**src/rtl/hyper_burst_splitter.sv**
```systemverilog
// hyper_burst_splitter
// Splits linear 16-bit-word burst commands into HyperBus PHY transactions that
// never cross a chip boundary and never exceed MaxBurstWords words.
//
// Ports
//   clk_i, rst_i                  clock, synchronous active-high reset
//   in_valid_i / in_ready_o       command handshake (ready only while idle)
//   in_addr_i, in_len_i           start byte address, length as words-1
//   in_write_i                    1 = write, 0 = read
//   out_valid_o / out_ready_i     PHY transaction handshake
//   out_cs_o, out_addr_o          chip index and chip-local byte address
//   out_len_o, out_write_o        words-1 of this transaction, direction
//   out_last_o                    final transaction of the command
//   err_o                         one-cycle pulse when a command is dropped
module hyper_burst_splitter #(
    parameter int unsigned AddrWidth     = 32,
    parameter int unsigned LenWidth      = 16,
    parameter int unsigned MaxBurstWords = 256,
    parameter int unsigned ChipAddrBits  = 23,
    parameter int unsigned NumChips      = 2,
    localparam int unsigned CsWidth      = (NumChips > 1) ? $clog2(NumChips) : 1
) (
    input  logic                    clk_i,
    input  logic                    rst_i,
    input  logic                    in_valid_i,
    output logic                    in_ready_o,
    input  logic [AddrWidth-1:0]    in_addr_i,
    input  logic [LenWidth-1:0]     in_len_i,
    input  logic                    in_write_i,
    output logic                    out_valid_o,
    input  logic                    out_ready_i,
    output logic [CsWidth-1:0]      out_cs_o,
    output logic [ChipAddrBits-1:0] out_addr_o,
    output logic [LenWidth-1:0]     out_len_o,
    output logic                    out_write_o,
    output logic                    out_last_o,
    output logic                    err_o
);

    localparam int unsigned RemW   = LenWidth + 1;
    localparam int unsigned BndW   = ChipAddrBits + 1;
    localparam int unsigned MaxW   = $clog2(MaxBurstWords + 1);
    localparam int unsigned WideW0 = (RemW > BndW) ? RemW : BndW;
    localparam int unsigned WideW  = (WideW0 > MaxW) ? WideW0 : MaxW;

    typedef enum logic [1:0] {IDLE, CALC, EMIT} state_e;

    state_e                  state_q;
    logic [CsWidth-1:0]      cur_chip_q;
    logic [ChipAddrBits-1:0] cur_local_q;
    logic [RemW-1:0]         rem_q;
    logic [RemW-1:0]         chunk_q;
    logic                    write_q;
    logic                    in_ready_q;
    logic                    out_valid_q;
    logic [CsWidth-1:0]      out_cs_q;
    logic [ChipAddrBits-1:0] out_addr_q;
    logic [LenWidth-1:0]     out_len_q;
    logic                    out_write_q;
    logic                    out_last_q;
    logic                    err_q;

    logic [CsWidth-1:0]      in_chip_d;
    logic                    in_bad_d;
    logic [BndW-1:0]         span_d;
    logic [BndW-1:0]         to_bnd_d;
    logic [WideW-1:0]        rem_w_d;
    logic [WideW-1:0]        max_w_d;
    logic [WideW-1:0]        bnd_w_d;
    logic [WideW-1:0]        chunk_w_d;
    logic [RemW-1:0]         chunk_d;
    logic [ChipAddrBits-1:0] next_local_d;
    logic [CsWidth-1:0]      next_chip_d;
    logic                    unused_addr_bits;

    // Bits above the chip field and byte bit 0 carry no meaning here.
    assign unused_addr_bits = ^in_addr_i;

    assign in_chip_d = in_addr_i[ChipAddrBits +: CsWidth];
    assign in_bad_d  = 32'(in_chip_d) >= NumChips;

    // Words left before the chip boundary; cur_local is always even.
    assign span_d   = (BndW'(1) << ChipAddrBits) - BndW'(cur_local_q);
    assign to_bnd_d = span_d >> 1;

    assign rem_w_d = WideW'(rem_q);
    assign max_w_d = WideW'(MaxBurstWords);
    assign bnd_w_d = WideW'(to_bnd_d);

    // chunk = min(remaining, max burst, words to boundary)
    always_comb begin
        chunk_w_d = rem_w_d;
        if (max_w_d < chunk_w_d) chunk_w_d = max_w_d;
        if (bnd_w_d < chunk_w_d) chunk_w_d = bnd_w_d;
    end

    // chunk never exceeds rem_q, so it always fits RemW bits.
    assign chunk_d = RemW'(chunk_w_d);

    // A chunk ends at most exactly on the boundary, so wrap lands on zero.
    assign next_local_d = cur_local_q + ChipAddrBits'({chunk_q, 1'b0});
    assign next_chip_d  = (32'(cur_chip_q) == NumChips - 1) ? '0 : cur_chip_q + CsWidth'(1);

    // Command FSM with registered outputs.
    always_ff @(posedge clk_i) begin
        if (rst_i) begin
            state_q     <= IDLE;
            cur_chip_q  <= '0;
            cur_local_q <= '0;
            rem_q       <= '0;
            chunk_q     <= '0;
            write_q     <= 1'b0;
            in_ready_q  <= 1'b1;
            out_valid_q <= 1'b0;
            out_cs_q    <= '0;
            out_addr_q  <= '0;
            out_len_q   <= '0;
            out_write_q <= 1'b0;
            out_last_q  <= 1'b0;
            err_q       <= 1'b0;
        end else begin
            err_q <= 1'b0;
            unique case (state_q)
                IDLE: begin
                    if (in_valid_i) begin
                        if (in_bad_d) begin
                            err_q <= 1'b1;
                        end else begin
                            cur_chip_q  <= in_chip_d;
                            cur_local_q <= {in_addr_i[ChipAddrBits-1:1], 1'b0};
                            rem_q       <= RemW'(in_len_i) + RemW'(1);
                            write_q     <= in_write_i;
                            in_ready_q  <= 1'b0;
                            state_q     <= CALC;
                        end
                    end
                end
                CALC: begin
                    chunk_q     <= chunk_d;
                    out_cs_q    <= cur_chip_q;
                    out_addr_q  <= cur_local_q;
                    out_len_q   <= LenWidth'(chunk_d - RemW'(1));
                    out_write_q <= write_q;
                    out_last_q  <= (chunk_d == rem_q);
                    out_valid_q <= 1'b1;
                    state_q     <= EMIT;
                end
                EMIT: begin
                    if (out_ready_i) begin
                        out_valid_q <= 1'b0;
                        if (out_last_q) begin
                            in_ready_q <= 1'b1;
                            state_q    <= IDLE;
                        end else begin
                            rem_q       <= rem_q - chunk_q;
                            cur_local_q <= next_local_d;
                            if (next_local_d == '0) cur_chip_q <= next_chip_d;
                            state_q     <= CALC;
                        end
                    end
                end
                default: state_q <= IDLE;
            endcase
        end
    end

    assign in_ready_o  = in_ready_q;
    assign out_valid_o = out_valid_q;
    assign out_cs_o    = out_cs_q;
    assign out_addr_o  = out_addr_q;
    assign out_len_o   = out_len_q;
    assign out_write_o = out_write_q;
    assign out_last_o  = out_last_q;
    assign err_o       = err_q;

endmodule

```
**config.mk**
```make
export PLATFORM = sky130hd
export DESIGN_NAME = hyper_burst_splitter
export DESIGN_NICKNAME = d
export VERILOG_FILES = /design/src/rtl/hyper_burst_splitter.sv
export SDC_FILE = /design/constraint.sdc
export NUM_CORES = 1
export LEC_CHECK = 0
export CAP_MARGIN = 20
export CORE_MARGIN = 2
export CORE_UTILIZATION = 25
export CTS_CLUSTER_DIAMETER = 50
export CTS_CLUSTER_SIZE = 8
export DETAILED_ROUTE_END_ITERATION = 8
export SYNTH_ARGS = -nofsm -noshare
export SYNTH_HDL_FRONTEND = slang
export SYNTH_SLANG_ARGS = --single-unit
export TNS_END_PERCENT = 50
```
**constraint.sdc**
```tcl
create_clock -name clk_i -period 4.75 [get_ports clk_i]
set_clock_uncertainty 0.05 [all_clocks]
set_input_delay 0.95 -clock clk_i [delete_from_list [all_inputs] [get_ports clk_i]]
set_output_delay 0.95 -clock clk_i [all_outputs]
set_load 0.02 [all_outputs]
```
==> results.cfg, run 1 <==
[route]
vias = 8139
routed_wl_um = 28000
ant_nets = 0
drt_first_iter_violations = 589
wl_per_cell_um = 17.8
drc_errors = 0
vias_per_cell = 5.16
drtPass1Iterations = 5

[global_routing]
antenna_found_initial = 0
grt_overflow = 0
grt_pass1_wl_um = 43000
track_usage_pct = 16.7
grt_max_degree = 69
grt_pass1_vias = 7669

[cts]
cts_buffers = 9
cts_tree = yes
cts_root_buffer = clkbuf_16
cts_max_level = 3
path_clk_slew_ns = 0.08
clockBufferDepth = 2
clk-insertion-delay-late_ns = 0.37
numClockSinks = 103

[sta]
hold_ws_ns = 0.406
setup_tns_ns = 0
rsz0062_at_grt = no
setup_viol = 0
slew_headroom_pct = 26.7
finalCritPeriodShare_pct = 94.1
period_minus_slack_ns = 4.47
hold_viol = 0
drv_slew = 0
max_freq_ghz = 0.224
worstMarginPinSlew_ns = 1.10

[yosys]
syn_inst = 1048
synth_edf_count = 0
yosysMostFrequentCell = nand2_1
synth_area_um2 = 7780
ys_top_cells_by_area = dfxtp_1, ha_1, a21oi_1
ys_ff_latch = 103
avgSynthCellArea_um2 = 7.43
synth_top_area_share_pct = 26.5
yosys.area.top_type = dfxtp_1
synth.distinct_cells = 80
synth_commonest_cells = nand2_1, a21oi_1, dfxtp_1
synthFlopType = dfxtp_1
async_reset_ff_share_pct = 0
ys_seq_area_share_pct = 26.5
yosysWarnings = 0

[worst_hold_path]
hold_path_depth = 2
hold_end = out_addr_o[13]
hp-start = out_addr_o[13]
hp-class = reg2reg

[critical_path]
cp-end-kind = flip-flop
timing.rr.start = cur_local_q[1]
worstRegToRegCells = 14
cp-start-kind = flip-flop
worstPathRequired_ns = 5.00
r2r_slack_ns = 0.28
critPathMaxFanout = 7
critical_path_class = reg2reg
r2r-end = cur_chip_q
worstPathArrival_ns = 4.72

[cells_and_area]
final_nets = 1285
drive_gt1_share_pct = 11.6
antennaDiodeCount = 0
fin_area_um2 = 9950
n_fill_cell = 3280
syn_to_final_growth_pct = 27.9

[place]
routabilityCongestion = 0.940
place_area_um2 = 9550
io_buffers = 86
hpwlAfterDp_um = 21600

[die]
core-area_um2 = 30600
die_area_um2 = 32600
ioPinCount = 98
start_util_pct = 25.4
die_x_um = 180
rows = 64
die_h_um = 180

[power]
combinationalPowerShare_pct = 41.6
p_seq_share_pct = 32.0
internal-power_mw = 1.89
switching_share_pct = 38.9
leakagePower_nw = 3.68
clkPwrFrac_pct = 26.4
vdd_drop_max_uv = 214
power_density_nw_per_um2 = 310
p_sw_mw = 1.20

[job]
drv_cap = 0

[run_status]
status = completed
final cells by class:
cell class,count,area [um^2],share of cell area [%]
Timing Repair Buffer,172,1530,15.4
Multi-Input combinational cell,844,5370,53.9
Clock inverter,7,97.6,0.981
Tap cell,396,495,4.98
Clock buffer,9,225,2.26
Sequential cell,103,2060,20.7
Inverter,47,176,1.77
power by group through the flow:
stage / clock network [mW] / logic, mW / registers, mW
after floorplan: 0 / 0.753 / 1.01
after global placement: 0 / 1.24 / 1.01
after detailed placement: 0 / 1.25 / 1.01
after CTS: 0.840 / 1.26 / 0.986
after global routing: 0.869 / 1.41 / 0.996
final: 0.817 / 1.28 / 0.988
cell families after synthesis:
| kind of cell | after synthesis | share of synthesized area [%] |
|---|---|---|
| simple gates | 404 | 24.9 |
| compound gates | 306 | 25.9 |
| buf+inv | 109 | 5.77 |
| fa+ha+maj | 55 | 9.03 |
| xor+xnor | 65 | 7.31 |
| mux | 4 | 0.530 |
| flops | 103 | 26.5 |
| other cells | 2 | 0.0965 |
critical path: stages, from the launching register on:
cell and delay [ns]:
dfxtp_1 0.46, buf_4 0.22, ha_1 0.20, inv_1 0.06
fa_1 0.40, nor2b_1 0.17, o2111a_1 0.26, nor3_1 0.09
or3b_2 0.46, a2111oi_0 0.37, nor4bb_1 0.41, nand4_1 0.15
a2111o_1 0.45, or4_1 0.48, a31oi_1 0.17
metrics by stage:
step                      util (%)  total power, mW  setup WS, ns  instances
after detailed placement      31.2             2.25         0.213       1560
after floorplan                  -             1.77        0.0656       1056
final                         32.5             3.09         0.280       1578
after CTS                     32.3             3.08         0.160       1576
after global routing          32.5             3.27        0.0143       1578
after global placement        31.2             2.25         0.280       1560
cell usage in the layout, fill, tap and decap left out, types with 6 or more instances in the layout:
cell	netlist	routed
and3_1	8	8
nor2_1	99	99
nand4_1	9	9
or4_1	6	6
nor2b_1	12	10
nand3_1	26	26
nand2b_1	7	6
a21o_1	10	10
clkdlybuf4s50_1	0	85
xnor2_1	35	35
xor2_1	30	30
and2_1	6	6
dfxtp_1	103	103
nor3_1	30	27
buf_4	3	85
conb_1	2	10
a211oi_1	36	36
a31oi_1	9	9
o21ai_0	35	35
o221ai_1	15	15
nor4_1	12	10
inv_1	47	47
o211ai_1	18	18
or3_1	13	13
clkbuf_16	0	9
nand2_1	147	147
ha_1	53	53
a21oi_1	118	117
timing repair:
item                       in CTS  in global routing
gates resized for setup         0                 12
hold buffers                    0                  0
setup buffers                   0                  1
setup endpoints to repair       0                  8
hold endpoints to repair        0                  0
layer usage:
metal | track usage (%) | wire, um
met2 | 27.0 | 12500
met4 | 7.03 | 1090
met1 | 22.2 | 12900
met5 | 0 | 0
met3 | 2.65 | 1530
registers in the layout, summed over array words and instances, names as in the netlist:
register / cells
cur_local_q: 22
out_addr_o: 22
chunk_q: 17
rem_q: 17
out_len_o: 16
state_q: 2
cur_chip_q: 1
in_ready_o: 1
out_cs_o: 1
out_last_o: 1
out_valid_o: 1
out_write_o: 1
write_q: 1
worst max path at each step:
stage	slack [ns]	cells after the start	to	startpoint
final	0.28	14	cur_chip_q	cur_local_q[1]
after global routing	0.01	18	out_len_o[14]	cur_local_q[7]
after CTS	0.16	18	out_len_o[14]	cur_local_q[7]
after detailed placement	0.21	18	out_len_o[14]	cur_local_q[7]
after global placement	0.28	18	out_len_o[14]	cur_local_q[7]
after floorplan	0.07	20	out_len_o[14]	cur_local_q[3]
(Power assumes the default switching activity.)
==> run 2, diff against run 1 <==
--- a/config.mk
+++ b/config.mk
@@ -11,6 +11,7 @@
 export CTS_CLUSTER_DIAMETER = 50
 export CTS_CLUSTER_SIZE = 8
 export DETAILED_ROUTE_END_ITERATION = 8
+export REMOVE_ABC_BUFFERS = 1
 export SYNTH_ARGS = -nofsm -noshare
 export SYNTH_HDL_FRONTEND = slang
 export SYNTH_SLANG_ARGS = --single-unit
==> run 2 against run 1 <==
- final cell count is 1.0% lower
- worst setup slack worse by 0.0080 ns
- global-route usage is 0.88 points lower
- clock power is 3.7% lower
- sequential cell count stayed put
- worst hold slack worse by 0.0024 ns
- fmax is 0.18% lower
- first-iteration DRC count is 9.0% lower
- critical endpoint is now out_len_o[14]
- largest power group unchanged
==> results.cfg, run 2 (synthesized netlist as in run 1, its figures left out) <==
[run_status]
status = completed

[sta]
drv_slew = 0
hold_viol = 0
finalCritPeriodShare_pct = 94.3
worstMarginPinSlew_ns = 1.00
setup_viol = 0
slew_headroom_pct = 33.2
period_minus_slack_ns = 4.48
max_freq_ghz = 0.223
setup_slack_ns = 0.272

[die]
die_x_um = 180
die_h_um = 180
start_util_pct = 25.4
ioPinCount = 98
die_area_um2 = 32600
rows = 64
core-area_um2 = 30600

[worst_hold_path]
hp-class = reg2reg
hp-start = write_q

[cts]
cts_root_buffer = clkbuf_16
clk-insertion-delay-late_ns = 0.37
cts_tree = yes
cts_buffers = 9
numClockSinks = 103
clockBufferDepth = 2
ctsHoldBuffers = 0
cts_max_level = 3
path_clk_slew_ns = 0.08

[cells_and_area]
multi_input_area_um2 = 5390
syn_to_final_growth_pct = 26.0
regArea_um2 = 2060
n_fill_cell = 3300
final_cell_mix = nand2_1, a21oi_1, dfxtp_1
drive_gt1_share_pct = 10.5
final_cells = 1562
final_nets = 1270
fin_area_um2 = 9810
antennaDiodeCount = 0
fin_util_pct = 32.1
final_common_cell = nand2_1

[power]
power_density_nw_per_um2 = 308
vdd_drop_max_uv = 195
internal-power_mw = 1.87
switching_share_pct = 38.0
p_sw_mw = 1.15
combinationalPowerShare_pct = 41.1
leakagePower_nw = 3.61
clkPwrFrac_pct = 26.1
p_seq_share_pct = 32.8

[critical_path]
cp-end-kind = flip-flop
critPathMaxFanout = 8
cp-start-kind = flip-flop
critical_path_class = reg2reg
critical_path.startpoint = cur_local_q[3]
crit_path_end = out_len_o[14]
r2r-end = out_len_o[14]
worstPathRequired_ns = 4.91
worstRegToRegCells = 19
timing.rr.start = cur_local_q[3]
worstPathArrival_ns = 4.64
r2r_slack_ns = 0.27

[route]
ant_nets = 0
vias = 8012
drt_first_iter_violations = 536
drc_errors = 0
drtPass1Iterations = 6
routed_wl_um = 26000
vias_per_cell = 5.13
wl_per_cell_um = 16.7

[place]
placed_cells = 1546
routabilityCongestion = 0.882
hpwlAfterDp_um = 20000
io_buffers = 86
pre_cts_slack_ns = 0.0866
place_area_um2 = 9440

[global_routing]
grt_overflow = 0
grt_pass1_wl_um = 41600
track_usage_pct = 15.9
grt_max_degree = 68
grt_pass1_vias = 7525
antenna_found_initial = 0

[job]
drv_cap = 0
==> run 2: worst min path at each step <==
stage | depth (start not counted) | to | slack (ns)
final | 2 | out_write_o | 0.40
after global routing | 2 | out_addr_o[19] | 0.43
after CTS | 2 | out_addr_o[17] | 0.41
after detailed placement | 2 | out_addr_o[17] | 0.40
after global placement | 2 | out_addr_o[22] | 0.39
after floorplan | 2 | out_write_o | 0.37
==> run 2: metal layers <==
| metal | up-vias | share of wire [%] | GRT usage, % |
|---|---|---|---|
| met1 | 3799 | 48 | 22.2 |
| met5 | - | 0 | 0 |
| met3 | 28 | 4.7 | 2.63 |
| met4 | 0 | 1.9 | 4.16 |
| li1 | 3985 | - | - |
| met2 | 200 | 45 | 25.2 |
==> run 2: per-stage QoR <==
step | total power, mW | hold WS (ns) | TNS, ns
floorplan | 1.74 | 0.372 | -2.07
global placement | 2.21 | 0.391 | 0
detailed placement | 2.22 | 0.398 | 0
CTS | 3.01 | 0.408 | 0
global route | 3.21 | 0.427 | -0.0612
finish | 3.02 | 0.403 | 0
==> run 2: cell type report <==
cell class / count / area share, %
multi-input cells: 844 / 54.9
flip-flops and latches: 103 / 21.0
repair buffers: 157 / 14.2
well taps: 396 / 5.05
clock buffers: 10 / 2.44
inverters: 47 / 1.80
clock inverters: 5 / 0.599
==> run 2: critical path: stages, from the launching register on <==
cell and delay, ns:
dfxtp_1 0.39, nor4_4 0.34, buf_4 0.20, nand2_1 0.09, nor4_2 0.20, xor2_1 0.27, inv_1 0.12, ha_1 0.32
nand3_1 0.10, or4_1 0.53, o211ai_1 0.28, nor3_4 0.11, buf_4 0.18, nand2_1 0.08, a21boi_1 0.20, ha_2 0.24
o311ai_2 0.19, nor2_1 0.18, xor2_1 0.16, a211oi_1 0.08
==> run 2: repair_timing <==
item                                   CTS  global route
setup endpoints to repair                0             9
resized for setup                        0            15
endpoints found under the hold margin    0             0
setup buffers                            0             1
==> run 2: power groups by stage <==
stage          Combinational [mW]  Sequential (mW)  Clock [mW]
2_1_floorplan               0.711             1.03           0
3_3_place_gp                 1.20             1.01           0
3_5_place_dp                 1.21             1.01           0
4_1_cts                      1.22            0.989       0.804
5_1_grt                      1.37             1.00       0.836
6_report                     1.24            0.991       0.787
